### config.mk
export PLATFORM = sky130hd
export DESIGN_NAME = eth_tx_pkt_buf
export DESIGN_NICKNAME = d
export VERILOG_FILES = /design/src/rtl/eth_tx_pkt_buf.sv
export SDC_FILE = /design/constraint.sdc
export NUM_CORES = 2
export LEC_CHECK = 0
export ABC_CLOCK_PERIOD_IN_PS = 3900
export BUFFER_PORTS_ARGS = -buffer_cell sky130_fd_sc_hd__buf_2
export CELL_PAD_IN_SITES_DETAIL_PLACEMENT = 1
export CELL_PAD_IN_SITES_GLOBAL_PLACEMENT = 2
export CORE_AREA = 2 2 431 433
export DETAILED_ROUTE_END_ITERATION = 16
export DIE_AREA = 0 0 433 435
export GPL_TIMING_DRIVEN = 0
export HOLD_SLACK_MARGIN = 0.06
export PLACE_DENSITY_LB_ADDON = 0.1
export SYNTH_ARGS = -nofsm -noshare
export SYNTH_HDL_FRONTEND = slang
export SYNTH_SLANG_ARGS = --single-unit
### constraint.sdc
create_clock -name Clk -period 3.9 [get_ports Clk]
set_input_delay 0.78 -clock Clk [delete_from_list [all_inputs] [get_ports Clk]]
set_output_delay 0.78 -clock Clk [all_outputs]
set_load 0.01 [all_outputs]
### src/rtl/eth_tx_pkt_buf.sv
// eth_tx_pkt_buf: single-packet store-and-forward buffer feeding the RMII transmitter
module eth_tx_pkt_buf #(
  parameter int pMAX_LEN        = 256,
  parameter int pBYTE_CYCLES    = 4,
  parameter int pOVERHEAD_BYTES = 38,
  parameter int pMIN_PAYLOAD    = 46
) (
  input  logic       Clk,
  input  logic       Rst,
  input  logic [7:0] In_Data,
  input  logic       In_Valid,
  input  logic       In_Last,
  output logic       In_Ready,
  output logic [9:0] Eth_Byte,
  output logic       Eth_Byte_Valid,
  output logic       Busy,
  output logic       Drop
);
  localparam int CW = $clog2(pMAX_LEN + 1);
  localparam int AW = (pMAX_LEN > 1) ? $clog2(pMAX_LEN) : 1;
  localparam int GW = $clog2((pMAX_LEN + pOVERHEAD_BYTES) * pBYTE_CYCLES + 1);
  typedef enum logic [1:0] {FILL, DISCARD, BURST, HOLDOFF} state_t;
  state_t state;
  logic [7:0] mem [pMAX_LEN];
  logic [CW-1:0] count, len, lenM1;
  logic [GW-1:0] gap, gapTarget;
  logic accept, full;
  int padLen;
  assign In_Ready = !Rst && (state == FILL || state == DISCARD);
  assign Busy = state == BURST || state == HOLDOFF;
  assign accept = In_Valid && In_Ready;
  assign full = count == CW'(pMAX_LEN);
  assign lenM1 = len - CW'(1);
  // Short payloads are padded on the wire, so the hold-off covers at least the minimum frame
  assign padLen = (int'(len) < pMIN_PAYLOAD) ? pMIN_PAYLOAD : int'(len);
  assign gapTarget = GW'((padLen + pOVERHEAD_BYTES) * pBYTE_CYCLES);
  // Buffer write port; contents survive reset and are simply overwritten by the next packet
  always_ff @(posedge Clk)
    if (state == FILL && accept && !full) mem[count[AW-1:0]] <= In_Data;
  // Packet FSM: fill or discard, burst out with registered RAM read, then wait for the wire
  always_ff @(posedge Clk) begin
    if (Rst) begin
      state <= FILL;
      count <= '0;
      len <= '0;
      gap <= '0;
      Eth_Byte <= '0;
      Eth_Byte_Valid <= 1'b0;
      Drop <= 1'b0;
    end else begin
      Drop <= 1'b0;
      Eth_Byte_Valid <= 1'b0;
      unique case (state)
        FILL: if (accept) begin
          if (!full) begin
            count <= In_Last ? '0 : count + CW'(1);
            if (In_Last) begin
              len <= count + CW'(1);
              state <= BURST;
            end
          end else if (In_Last) begin
            Drop <= 1'b1;
            count <= '0;
          end else state <= DISCARD;
        end
        DISCARD: if (accept && In_Last) begin
          Drop <= 1'b1;
          count <= '0;
          state <= FILL;
        end
        BURST: begin
          Eth_Byte <= {count == '0, count == lenM1, mem[count[AW-1:0]]};
          Eth_Byte_Valid <= 1'b1;
          count <= count + CW'(1);
          gap <= (gap == gapTarget) ? gap : gap + GW'(1);
          if (count == lenM1) state <= HOLDOFF;
        end
        HOLDOFF: if (gap == gapTarget) begin
          gap <= '0;
          count <= '0;
          state <= FILL;
        end else gap <= gap + GW'(1);
      endcase
    end
  end
endmodule

==> out/qor.csv <==
stage,metric,value,unit
power_and_ir_drop,Max rail drop VDD,0.3856,mV
setup_path,highest-delay cell along the critical path,nor3_2,
setup_path,CP Max Fanout,10,
global_route,Total GRT Usage,0.3905,
power_and_ir_drop,Lkg Pwr,29.97,nW
logic_synthesis,most frequent cell after synthesis,edfxtp_1,
floorplan,row cnt,158,
logic_synthesis,Yosys top cell by area,edfxtp_1,
logic_synthesis,top-area cell type share of the netlist area,0.7484,
setup_path,"Req. time, crit path",4.70,ns
global_route,M3 GR Usage,0.1179,
floorplan,Die ar.,188400,um2
power_and_ir_drop,power per cell area,502.0,nW/um2
logic_synthesis,Synth area leaders,"edfxtp_1 75%, mux4_2 13%, nor2_1 1.5%",
drt,First DRT Iteration DRCs,9207,
clocking,clk slew on worst S/H paths,0.06,ns
logic_synthesis,synth warn,0,
clocking,Clock Tree Root,clkbuf_16,
drt,drt via density,6.870,
setup_path,reg2reg setup slack,-0.31,ns
logic_synthesis,"Async S/R FF share, synth",0,
clocking,CTS sink count,2091,
global_route,first-pass GRT wire length,474.1,mm
global_route,maximum number of pins on one net before global-route repair,145,
floorplan,effective utilization at floorplan,0.4465,
floorplan,Ports,26,
run_status,failing checks,"max-capacitance violations, negative setup slack",
drt,vias post-DR,49843,
setup_path,max incr delay on CP,0.92,ns
clocking,hold buffers post-CTS,0,
logic_synthesis,Synth Flop Type,edfxtp_1,
sta,RSZ-0062 raised after global routing,true,
setup_path,kind of critical path,flip-flop to flip-flop,
place,Port Buffers,24,
final_layout,fin util,0.5355,
logic_synthesis,Post-Syn Nets,4133,
floorplan,CORE AREA,184000,um2
drt,ANT nets after route,0,
run_status,status,"complete, but fails checks",
final_layout,Area Growth Syn to Fin,19.94,%
logic_synthesis,sequential-to-total area share from yosys stat,0.7589,
sta,Slew headroom,0.0005706,
sta,Setup Viol. Count Final,156,
global_route,Top Usage Layer GRT,met2,
logic_synthesis,Cells after Synth,4113,
sta,Slew Limit Fails,0,
setup_path,"CP delay by family, top",compound AO/OA/AOI/OAI gates,
setup_path,R2R depth,8,
logic_synthesis,synthesized flop and latch total,2091,
drt,Avg WL per Cell,50.50,um
sta,Final Hold Fails,0,
worst_hold_path,min-delay src,In_Data[0],
global_route,met1 GRT Util,0.5283,
clocking,TritonCTS clock tree,done,
worst_hold_path,hold worst-path end,mem[218][0],
setup_path,FF-to-FF End,Eth_Byte[1],
sta,Achievable Freq,237.4,MHz
setup_path,Crit path arrival time,5.01,ns
place,Final GP Congestion,1.004,
sta,clock skew,0.04431,ns
sta,Tightest Pin Transition,1.496,ns
clocking,H-tree levels,4,
global_route,global route total overflow,0,
drt,Remaining DRCs,0,
logic_synthesis,Post-Syn Area,82170,um2
sta,final period utilization,1.080,
logic_synthesis,Cell variety after synth,78,
setup_path,worst r2r src,count[2],
drt,DR pass1 iterations,5,
job,Max Cap Violations,1,
clocking,CTS buffer count,217,
setup_path,worst-path cell chain,clkbuf_2 -> nor3_2 -> nand2_1 -> a211oi_2 -> a311o_1 -> a211o_1 -> nor4_1 -> a311oi_1,
logic_synthesis,"EDFF count, synth",2048,
floorplan,die height,435,um
final_layout,nets,4597,
global_route,initial antenna violation count,25,
drt,Routed WL,366.4,mm
worst_hold_path,WHS Path Cells,1,
clocking,Clock Latency Late Sink,0.90,ns
setup_path,CP Capture Type,flip-flop,
logic_synthesis,Commonest cells post-synth,"2048 x edfxtp_1, 474 x mux4_2, 330 x nor2_1, 134 x a22oi_1, 122 x nand2_1",
sta,Final Critical Period,4.212,ns
place,Final HPWL DP,239.1,mm
global_route,met2 Use GR,0.5569,
logic_synthesis,Syn Area/Cell,19.98,um2
setup_path,startpoint types,flip-flop,
worst_hold_path,Hold Crit Class,input pin to flip-flop,
sta,setup tns final,-4.845,ns
clocking,clock buffer depth,3,
global_route,vias in the first global route,47311,
final_layout,layout cell share with drive strength beyond 1,0.3340,
setup_path,worst path buffer plus inverter count,1,
floorplan,DIE WIDTH,433,um
sta,fin worst setup slack,-0.3123,ns
[what timing repair did]
| action | 4_1_cts | 5_1_grt |
|---|---|---|
| setup endpoints to repair | 2079 | 1864 |
| cloned | 5 | 0 |
| setup buffers | 184 | 15 |
| pin swaps | 142 | 5 |
| gates resized for setup | 807 | 107 |
[final cells by class]
cell class | count | area, um2
fillers | 15996 | 85500
flip-flops and latches | 2091 | 62360
multi-input cells | 1738 | 20250
clock buffers | 293 | 5787
well taps | 2480 | 3103
plain buffers | 266 | 2854
repair buffers | 245 | 2824
clock inverters | 113 | 1260
inverters | 18 | 83.83
diodes | 11 | 27.53
[how the worst max path moves through the flow]
stage	start	to	slack [ns]	cells past startpoint
6_report	count[2]	Eth_Byte[1]	-0.31	8
5_1_grt	count[2]	Eth_Byte[4]	-0.08	9
4_1_cts	count[5]	mem[198][0]	-0.14	7
3_5_place_dp	count[1]	mem[190][3]	-4.63	15
3_3_place_gp	count[1]	mem[224][1]	-4.56	14
2_1_floorplan	count[1]	mem[219][0]	0.14	15
[flip-flops by register name, summed over array words and instances, names as in the netlist]
register        cells
Eth_Byte           10
len                 9
Eth_Byte_Valid      1
count               9
mem              2048
state               2
Drop                1
gap                11
[kinds of logic after synthesis]
kind of cell,share of synthesized area
multiplexers,0.1433
adder cells (fa/ha/maj),0.001218
AND/OR/NAND/NOR,0.04017
XOR/XNOR,0.003091
flip-flops,0.7589
buffers and inverters,0.01815
AO/OA/AOI/OAI,0.03518
[per-layer routing]
metal | wire, um | part of all wire | up-vias
li1 | - | - | 18059
met5 | 132 | 0.00036 | -
met3 | 46010 | 0.13 | 812
met2 | 158200 | 0.43 | 3889
met4 | 27500 | 0.075 | 16
met1 | 134600 | 0.37 | 27067
[per-stage QoR]
stage               hold slack (ns)  area (um2)  total power [mW]  std cells  setup WS, ns
global placement             0.4418       85400             28.55       6617        -4.565
detailed placement           0.4558       85920             28.53       6635        -4.626
global route                 0.2594       98530             50.19       7244      -0.07689
CTS                          0.2131       98090             49.29       7229       -0.1425
finish                       0.2745       98550             49.48       7255       -0.3123
floorplan                    0.4625       82170             26.54       4113        0.1362
[worst register-to-register path, delay by kind of cell, from the launching register on]
kind	cells	cell delay [ns]
compound gates	4	1.75
simple gates	3	1.58
flops	1	0.44
buf+inv	1	0.35
[where the power goes]
group	internal [mW]	switching [mW]	leakage, nW
Sequential	24.7	0.0333	18.8
Clock	11.7	9.27	3.41
Combinational	1.15	2.62	7.81
[placed cells by master, fill, tap and decap left out, types with 57 or more instances in the layout]
cell type     n
buf_12       80
nor2_2       85
edfxtp_1   2048
nor2_4      127
a21oi_1      57
nor2_1      118
clkbuf_1    115
mux2i_1      69
buf_4       163
nand3_1      70
nand2_1     114
a22oi_1     103
clkbuf_16   231
mux4_2      474
Power figures use the tool's default switching activity.
